$ cat config.mk
export PLATFORM = sky130hd
export DESIGN_NAME = msk_timing_acq
export DESIGN_NICKNAME = d
export VERILOG_FILES = /design/src/rtl/msk_timing_acq.sv
export SDC_FILE = /design/constraint.sdc
export NUM_CORES = 1
export LEC_CHECK = 0
export ABC_AREA = 1
export CAP_MARGIN = 25
export CELL_PAD_IN_SITES_DETAIL_PLACEMENT = 1
export CELL_PAD_IN_SITES_GLOBAL_PLACEMENT = 2
export CORE_MARGIN = 3
export CORE_UTILIZATION = 30
export DETAILED_ROUTE_END_ITERATION = 12
export PLACE_DENSITY_LB_ADDON = 0.1
export SLEW_MARGIN = 10
export SYNTH_ARGS = -nofsm -noshare
export SYNTH_HDL_FRONTEND = slang
export SYNTH_SLANG_ARGS = --single-unit
$ cat constraint.sdc
create_clock -name clk -period 5.7 [get_ports clk]
set_input_delay 0.855 -clock clk [delete_from_list [all_inputs] [get_ports clk]]
set_output_delay 0.855 -clock clk [all_outputs]
set_load 0.005 [all_outputs]
$ cat src/rtl/msk_timing_acq.sv
// Symbol-timing acquisition for the MSK demodulator: sweeps midpoint_adj, scores
// each offset against the known preamble, locks to the best one and tracks it.
module msk_timing_acq #(
    parameter int          ADJ_MIN     = -9,
    parameter int          ADJ_MAX     = 9,
    parameter int          PRE_LEN     = 16,
    parameter logic [30:0] PREAMBLE    = 31'h0000A5F0,
    parameter int          SETTLE_SYMS = 2,
    parameter int          DWELL_SYMS  = 64,
    parameter int          MATCH_THR   = 15,
    parameter int          LOSS_SYMS   = 256,
    localparam int         SC_W        = $clog2(PRE_LEN + 1)
) (
    input  logic               clk,
    input  logic               reset_n,
    input  logic               enable,
    input  logic               data_in,
    input  logic               data_val_in,
    output logic signed [31:0] midpoint_adj,
    output logic               locked,
    output logic               frame_sync,
    output logic               sweep_fail,
    output logic [SC_W-1:0]    best_score,
    output logic [2:0]         state_o
);

    localparam int CNT_MAX = (SETTLE_SYMS > DWELL_SYMS) ? SETTLE_SYMS : DWELL_SYMS;
    localparam int CNT_W   = $clog2(CNT_MAX + 1);
    localparam int LOSS_W  = $clog2(LOSS_SYMS + 1);

    localparam logic [2:0] S_IDLE   = 3'd0;
    localparam logic [2:0] S_SETTLE = 3'd1;
    localparam logic [2:0] S_DWELL  = 3'd2;
    localparam logic [2:0] S_DECIDE = 3'd3;
    localparam logic [2:0] S_LOCKED = 3'd4;

    localparam logic [PRE_LEN-1:0] PRE_BITS    = PREAMBLE[PRE_LEN-1:0];
    localparam logic [SC_W-1:0]    FILL_FULL   = SC_W'(PRE_LEN);
    localparam logic [SC_W-1:0]    FILL_LAST   = SC_W'(PRE_LEN - 1);
    localparam logic [SC_W-1:0]    THR         = SC_W'(MATCH_THR);
    localparam logic [CNT_W-1:0]   SETTLE_LAST = CNT_W'(SETTLE_SYMS - 1);
    localparam logic [CNT_W-1:0]   DWELL_LAST  = CNT_W'(DWELL_SYMS - 1);
    localparam logic [LOSS_W-1:0]  LOSS_LAST   = LOSS_W'(LOSS_SYMS - 1);
    localparam logic signed [31:0] ADJ_LO      = 32'(ADJ_MIN);
    localparam logic signed [31:0] ADJ_HI      = 32'(ADJ_MAX);

    logic [2:0]          state_q, state_d;
    logic signed [31:0]  adj_q, adj_d;
    logic signed [31:0]  best_adj_q, best_adj_d;
    logic [PRE_LEN-1:0]  shreg_q, shreg_d;
    logic [SC_W-1:0]     fill_q, fill_d;
    logic [SC_W-1:0]     win_max_q, win_max_d;
    logic [SC_W-1:0]     best_score_q, best_score_d;
    logic [CNT_W-1:0]    cnt_q, cnt_d;
    logic [LOSS_W-1:0]   loss_cnt_q, loss_cnt_d;
    logic                locked_q, locked_d;
    logic                frame_sync_q, frame_sync_d;
    logic                sweep_fail_q, sweep_fail_d;

    logic [PRE_LEN-1:0]  win;
    logic [SC_W-1:0]     score;
    logic [SC_W-1:0]     win_max_new;
    logic                score_ok;

    function automatic logic [SC_W-1:0] match_score(input logic [PRE_LEN-1:0] w);
        logic [PRE_LEN-1:0] agree;
        logic [SC_W-1:0]    n;
        agree = ~(w ^ PRE_BITS);
        n     = '0;
        for (int i = 0; i < PRE_LEN; i++) begin
            n = n + SC_W'(agree[i]);
        end
        return n;
    endfunction

    function automatic logic [SC_W-1:0] fill_inc(input logic [SC_W-1:0] f);
        return (f == FILL_FULL) ? f : f + SC_W'(1);
    endfunction

    // Score of the window including the bit arriving this cycle.
    always_comb begin
        win         = {shreg_q[PRE_LEN-2:0], data_in};
        score       = match_score(win);
        score_ok    = (fill_q >= FILL_LAST);
        win_max_new = (score_ok && (score > win_max_q)) ? score : win_max_q;
    end

    always_comb begin
        state_d      = state_q;
        adj_d        = adj_q;
        best_adj_d   = best_adj_q;
        shreg_d      = shreg_q;
        fill_d       = fill_q;
        win_max_d    = win_max_q;
        best_score_d = best_score_q;
        cnt_d        = cnt_q;
        loss_cnt_d   = loss_cnt_q;
        locked_d     = locked_q;
        frame_sync_d = 1'b0;
        sweep_fail_d = 1'b0;

        if (!enable) begin
            state_d    = S_IDLE;
            adj_d      = '0;
            fill_d     = '0;
            win_max_d  = '0;
            cnt_d      = '0;
            loss_cnt_d = '0;
            locked_d   = 1'b0;
        end else begin
            case (state_q)
                S_IDLE: begin
                    state_d      = S_SETTLE;
                    adj_d        = ADJ_LO;
                    best_adj_d   = ADJ_LO;
                    best_score_d = '0;
                    fill_d       = '0;
                    win_max_d    = '0;
                    cnt_d        = '0;
                end
                S_SETTLE: begin
                    if (data_val_in) begin
                        if (cnt_q == SETTLE_LAST) begin
                            cnt_d   = '0;
                            state_d = S_DWELL;
                        end else begin
                            cnt_d = cnt_q + CNT_W'(1);
                        end
                    end
                end
                S_DWELL: begin
                    if (data_val_in) begin
                        shreg_d   = win;
                        fill_d    = fill_inc(fill_q);
                        win_max_d = win_max_new;
                        if (cnt_q == DWELL_LAST) begin
                            cnt_d = '0;
                            // Strict compare: on a tie the earlier (lower) offset wins.
                            if (win_max_new > best_score_q) begin
                                best_score_d = win_max_new;
                                best_adj_d   = adj_q;
                            end
                            if (adj_q < ADJ_HI) begin
                                adj_d     = adj_q + 32'sd1;
                                fill_d    = '0;
                                win_max_d = '0;
                                state_d   = S_SETTLE;
                            end else begin
                                state_d = S_DECIDE;
                            end
                        end else begin
                            cnt_d = cnt_q + CNT_W'(1);
                        end
                    end
                end
                S_DECIDE: begin
                    if (best_score_q >= THR) begin
                        adj_d      = best_adj_q;
                        fill_d     = '0;
                        loss_cnt_d = '0;
                        locked_d   = 1'b1;
                        state_d    = S_LOCKED;
                    end else begin
                        sweep_fail_d = 1'b1;
                        adj_d        = ADJ_LO;
                        best_adj_d   = ADJ_LO;
                        best_score_d = '0;
                        fill_d       = '0;
                        win_max_d    = '0;
                        cnt_d        = '0;
                        state_d      = S_SETTLE;
                    end
                end
                S_LOCKED: begin
                    if (data_val_in) begin
                        shreg_d = win;
                        fill_d  = fill_inc(fill_q);
                        if (score_ok && (score >= THR)) begin
                            frame_sync_d = 1'b1;
                            loss_cnt_d   = '0;
                        end else if (loss_cnt_q == LOSS_LAST) begin
                            locked_d     = 1'b0;
                            adj_d        = ADJ_LO;
                            best_adj_d   = ADJ_LO;
                            best_score_d = '0;
                            fill_d       = '0;
                            win_max_d    = '0;
                            cnt_d        = '0;
                            loss_cnt_d   = '0;
                            state_d      = S_SETTLE;
                        end else begin
                            loss_cnt_d = loss_cnt_q + LOSS_W'(1);
                        end
                    end
                end
                default: state_d = S_IDLE;
            endcase
        end
    end

    always_ff @(posedge clk or negedge reset_n) begin
        if (!reset_n) begin
            state_q      <= S_IDLE;
            adj_q        <= '0;
            best_adj_q   <= '0;
            fill_q       <= '0;
            win_max_q    <= '0;
            best_score_q <= '0;
            cnt_q        <= '0;
            loss_cnt_q   <= '0;
            locked_q     <= 1'b0;
            frame_sync_q <= 1'b0;
            sweep_fail_q <= 1'b0;
        end else begin
            state_q      <= state_d;
            adj_q        <= adj_d;
            best_adj_q   <= best_adj_d;
            fill_q       <= fill_d;
            win_max_q    <= win_max_d;
            best_score_q <= best_score_d;
            cnt_q        <= cnt_d;
            loss_cnt_q   <= loss_cnt_d;
            locked_q     <= locked_d;
            frame_sync_q <= frame_sync_d;
            sweep_fail_q <= sweep_fail_d;
        end
    end

    // Shift register contents only matter once fill qualifies them.
    always_ff @(posedge clk) begin
        shreg_q <= shreg_d;
    end

    assign midpoint_adj = adj_q;
    assign locked       = locked_q;
    assign frame_sync   = frame_sync_q;
    assign sweep_fail   = sweep_fail_q;
    assign best_score   = best_score_q;
    assign state_o      = state_q;

endmodule

==> impl_metrics.yaml, run 1 <==
synth:
  synthesis.area_um2: 8029
  synth_most_common_cell: "nand2_1"
  ys_ff_latch: 116
  syn_nets: 1184
  netlist_instances: 1146
  synth_ff_type: "dfrtp_1"
  yosys.area.top_type: "dfrtp_1"
  seq_area_frac_synth_pct: 37.09
  synth.area.top_cells: "dfrtp_1, nand2_1, nor2_1, nand3_1, edfxtp_1"
  syn_avg_cell_area_um2: 7.006
  synthArstFlopShare_pct: 87.07
  ys_types: 42
  synth-warning-count: 0
  synth.top_cell.area_share_pct: 31.48
  synth_edf_count: 15
  synth_commonest_cells: "nand2_1, nor2_1, inv_1"
final_layout:
  final_cells: 1602
  fin_util_pct: 40.00
  fin_area_um2: 10480
  syn_to_final_growth_pct: 30.56
  diodes: 0
  nets: 1293
  drive_gt1_share_pct: 19.10
worst_setup_path:
  cp_max_fo: 7
  arrival_ns: 6.31
  cp_slowest_cell: "fa_1"
  rr_worst_depth: 33
  cpPeakStageDelay_ns: 0.54
  worst-r2r-setup-slack_ns: -0.20
  timing.rr.start: "shreg_q[2]"
  required_ns: 6.01
  cpLargestDelayFamily: "adder cells"
  cp_common_cell: "inv_2"
  r2r-end: "best_adj_q[27]"
  crit_type: "input port to flop"
  crit_buf_inv: 10
  start_kind: "input port"
  end_kind: "flop"
sta:
  hold_viol_final: 0
  worst_pin_slew_ns: 1.033
  setup_viol: 37
  final_max_slew_viol_count: 0
  min_period_ns: 6.001
  fin_ws_ns: -0.3012
  finClkSkew_ns: 0.01879
  tns_ns: -8.376
  fin_crit_sh_pct: 105.3
  max_clock_freq_mhz: 166.6
  rsz0062_at_grt: "yes"
  maxSlewHeadroom_pct: 31.03
  hold_ws_ns: 0.4457
power_and_ir_drop:
  powerDensity_nw_per_um2: 543.1
  ir_worst_vdd_mv: 0.2022
  p_leak_nw: 4.946
die:
  rows: 59
  die_area_um2: 28760
  fp.dieW_um: 169.6
  coreArea_um2: 26210
  die_height_um: 169.6
  ios: 48
  start_util_pct: 30.64
route:
  drc: 0
  vias: 7951
  met2_length_um: 15230
  via_per_inst: 4.963
  drt-total-wl_um: 30320
  postRouteAntennaNets: 0
  wl_met3_um: 541
  drtIter0Drc: 316
  drt_pass1_iterations: 6
  wire_per_inst_um: 18.92
  drt-met1-wl_um: 14180
  top_layer_used: "met4"
clock_network:
  cts_tree: "done"
  cts-htree-levels: 4
  cts-root-buf: "clkbuf_16"
  cts_sinks: 116
  cts_buffers: 17
  clk_latency_ns: 0.44
  cts_buffer_depth: 2
  clk_pin_slew_ns: 0.07
min_path:
  hold_path.startpoint: "shreg_q[7]"
  whs_path_depth: 0
  worst_hold_path.endpoint: "shreg_q[8]"
  holdCritPathClass: "flop to flop"
placed_design:
  place_area_um2: 9055
  hpwl_um: 19620
  port_buffers: 47
  dpl.cell_count: 1523
  place_congestion: 0.8067
flow_run:
  maxCapViolations: 0
grt:
  grt_pass1_wl_um: 48460
  antenna_found_initial: 0
  grt_max_degree: 53
  grt_usage_pct: 21.59
  grt_pass1_vias: 8482
  grt_overflow_total: 0
run_status:
  violations: "negative setup slack"
  outcome: "complete, but fails checks"
==> layout by cell type (no fill, tap or decap), types with 17 or more instances in the layout <==
| master | instances |
|---|---|
| a21oi_1 | 44 |
| buf_4 | 65 |
| clkbuf_16 | 18 |
| clkdlybuf4s50_1 | 45 |
| dfrtp_1 | 101 |
| ha_1 | 17 |
| inv_1 | 108 |
| nand2_1 | 326 |
| nand2_2 | 19 |
| nand3_1 | 104 |
| nand4_1 | 18 |
| nor2_1 | 151 |
| o21ai_0 | 30 |
| o21ai_2 | 35 |
==> metal layers <==
| metal | track usage, % | vias to the layer above |
|---|---|---|
| met3 | 2.842 | 23 |
| met5 | 0 | - |
| met1 | 28.22 | 3922 |
| li1 | - | 3926 |
| met4 | 4.836 | 0 |
| met2 | 38.08 | 80 |
==> worst max path at each step <==
stage | endpoint | cells after the start | slack [ns] | startpoint
2_1_floorplan | best_adj_q[29] | 32 | -0.13 | data_in
3_3_place_gp | best_adj_q[16] | 32 | -0.82 | data_in
3_5_place_dp | best_adj_q[16] | 32 | -1.05 | data_in
4_1_cts | best_adj_q[26] | 34 | -0.15 | data_in
5_1_grt | best_adj_q[22] | 34 | -0.55 | data_in
6_report | best_adj_q[27] | 34 | -0.30 | data_in
==> layout make-up <==
type | count | area (µm²)
Multi-Input combinational cell | 864 | 4636
Tap cell | 335 | 419.2
Sequential cell | 116 | 2978
Timing Repair Buffer | 133 | 1364
Clock buffer | 21 | 470.5
Clock inverter | 10 | 153.9
Fill cell | 3237 | 15720
Inverter | 123 | 461.7
==> timing repair <==
item	4_1_cts	5_1_grt
pin swaps	24	18
hold buffers	0	0
endpoints found under the setup margin	37	37
buffers inserted	41	4
cloned	5	1
gates resized for setup	57	37
==> logic make-up (layout without fill, tap and decap cells) <==
| family | Yosys count | after routing | share of synthesized area (%) |
|---|---|---|---|
| simple gates | 675 | 675 | 35.83 |
| buf+inv | 166 | 287 | 9.257 |
| compound gates | 153 | 153 | 11.41 |
| flops | 116 | 116 | 37.09 |
| fa+ha+maj | 33 | 33 | 6.078 |
| xor+xnor | 2 | 2 | 0.2182 |
| mux | 1 | 1 | 0.1247 |
==> registers in the layout, indices dropped and copies added (netlist names), 3 cells and up <==
register and flops:
loss_cnt_q 9, best_score 5, fill_q 5, cnt_q 7, best_adj_q 32, midpoint_adj 32, win_max_q 5, shreg_q 15
state_o 3
==> where the power goes <==
group	internal (mW)	leakage (nW)	switching, mW
sequential	1.10	1.40	0.429
clock	0.762	0.313	0.427
combinational	1.32	3.23	1.66
==> worst reg2reg max path: cells and delay by family (launching register included) <==
family,cells,cell delay [ns]
AO/OA/AOI/OAI,3,0.18
adder cells (fa/ha/maj),8,3.08
buffers and inverters,9,0.82
flip-flops,1,0.42
AND/OR/NAND/NOR,13,1.27
==> stage by stage <==
stage	setup slack (ns)	total power, mW
detailed placement	-1.053	3.933
CTS	-0.1539	5.637
global route	-0.5528	6.131
global placement	-0.8227	3.883
floorplan	-0.1315	2.949
finish	-0.3012	5.694
Power figures use the tool's default switching activity.
==> inputs of run 2 (changes only) <==
- TNS_END_PERCENT: not set -> 100
- clock period: 5.7 -> 6.1 ns (I/O delays scaled with it)
==> run 2 against run 1 <==
The run now ends clean. Via count down 0.98%. Sequential power down 8%. Routed wire length down 2.5%. Clock skew down 0.0039 ns. Total power down 11%. Clock power about the same. Clock-buffer cell count down 3. Register-to-register slack better by 0.58 ns. Global-route usage down 0.42 points. Flip-flop and latch count unchanged. Core utilization down 1.5 points. Hold slack better by 0.0086 ns. Critical path type unchanged. Largest cell class unchanged.
==> impl_metrics.yaml, run 2 (same netlist as run 1, synthesis figures left out) <==
sta:
  hold_viol_final: 0
  min_period_ns: 5.919
  fin_crit_sh_pct: 97.03
  maxSlewHeadroom_pct: 45.14
  hold_ws_ns: 0.4543
  worst_pin_slew_ns: 0.8218
  final_max_slew_viol_count: 0
  tns_ns: 0
  finClkSkew_ns: 0.01485
  max_clock_freq_mhz: 168.9
  setup_viol: 0
  fin_ws_ns: 0.1810
route:
  drtIter0Drc: 433
  drt-total-wl_um: 29570
  postRouteAntennaNets: 0
  drt_pass1_iterations: 4
  via_per_inst: 5.018
  drc: 0
  wire_per_inst_um: 18.84
  vias: 7873
grt:
  use_met1_pct: 31.24
  grt_overflow_total: 0
  grt_usage_pct: 21.17
  antenna_found_initial: 0
  grt_pass1_wl_um: 47710
  use_met3_pct: 2.865
  grt.busiest_layer: "met2"
  grt_pass1_vias: 8186
  grt_max_degree: 59
  use_met2_pct: 33.42
placed_design:
  hpwl_um: 19510
  port_buffers: 47
  place_congestion: 0.7838
  post-place-ws_ns: -0.8279
  dpl.cell_count: 1521
final_layout:
  nets: 1259
  seq_area_um2: 2978
  drive_gt1_share_pct: 15.07
  multi_input_comb_area_um2: 4563
  final_cells: 1569
  syn_to_final_growth_pct: 25.64
  final_common_cell: "nand2_1"
  layout_common_cells: "nand2_1, nor2_1, inv_1, nand3_1, dfrtp_1"
  fin_util_pct: 38.49
  diodes: 0
  fill_cells: 3247
clock_network:
  clk_latency_ns: 0.43
  cts-htree-levels: 4
  cts-root-buf: "clkbuf_16"
  cts_sinks: 116
  cts_hold_buf: 0
  cts_buffers: 17
  clk_pin_slew_ns: 0.06
  cts_buffer_depth: 2
  cts_tree: "done"
power_and_ir_drop:
  p_leak_nw: 4.743
  powerDensity_nw_per_um2: 504.3
  ir_worst_vdd_mv: 0.2082
worst_setup_path:
  end_kind: "flop"
  arrival_ns: 6.22
  crit_type: "input port to flop"
  cp_slowest_cell: "fa_2"
  required_ns: 6.40
  cp_max_fo: 14
  cpPeakStageDelay_ns: 0.52
  start_kind: "input port"
  cp_common_cell: "inv_2"
die:
  ios: 48
  fp.dieW_um: 169.6
  rows: 59
  die_height_um: 169.6
  die_area_um2: 28760
  coreArea_um2: 26210
  start_util_pct: 30.64
flow_run:
  maxCapViolations: 0
min_path:
  holdCritPathClass: "flop to flop"
run_status:
  outcome: "finished clean"
## run 2: cell types whose count changed in the layout (fill, tap and decap cells not counted), sizes merged
| cell | change |
|---|---|
| clkbuf | -4 |
| clkdlybuf4s15 | +1 |
| inv | +3 |
| buf | -34 |
| bufinv | +1 |
## run 2: what timing repair did
action                     4_1_cts  5_1_grt
pin swaps                       14       18
buffers inserted                11        1
setup endpoints to repair       37       37
resized for setup               30       40
cloned                           4        0
## run 2: layout make-up
class / instances / share of cell area (%)
multi-input cells: 864 / 45.24
flip-flops and latches: 116 / 29.52
repair buffers: 99 / 9.948
inverters: 123 / 4.577
clock buffers: 18 / 4.354
well taps: 335 / 4.155
clock inverters: 14 / 2.208
## run 2: layer usage
layer | routed length, µm | vias up | share of wire [%]
met3 | 688 | 16 | 2.3
met4 | 208 | 0 | 0.70
met5 | 0 | - | 0
met1 | 15490 | 3900 | 52
li1 | - | 3847 | -
met2 | 13180 | 110 | 45
## run 2: through the flow
step                      total power [mW]  instance area (µm²)
final                                5.087                10090
after CTS                            5.073                 9920
after global routing                 5.484                10090
after global placement               3.524                 8930
after floorplan                      2.710                 8031
after detailed placement             3.567                 8941
## run 2: critical path, delay by kind of cell
kind                     cells  cell delay, ns
adder cells (fa/ha/maj)      8            3.06
AND/OR/NAND/NOR             13            1.20
buffers and inverters        9            0.85
AO/OA/AOI/OAI                3            0.17
## run 2: path summary, 6_finish.rpt
| check | from | to | slack, ns | cells past startpoint |
|---|---|---|---|---|
| setup / recovery | data_in | best_adj_q[23] | 0.18 | 33 |
| hold / removal | shreg_q[8] | shreg_q[9] | 0.45 | 0 |
| setup reg to reg | shreg_q[2] | best_adj_q[23] | 0.38 | 32 |
| hold reg to reg | shreg_q[8] | shreg_q[9] | 0.45 | 0 |
| max in group asynchronous | reset_n | best_adj_q[31] | 4.30 | 2 |
| min in group asynchronous | reset_n | best_score[3] | 0.53 | 1 |
## run 2: power breakdown
part	switching (mW)	total, mW	internal [mW]
registers	0.380	1.41	1.03
logic	1.45	2.50	1.05
clock network	0.435	1.18	0.743
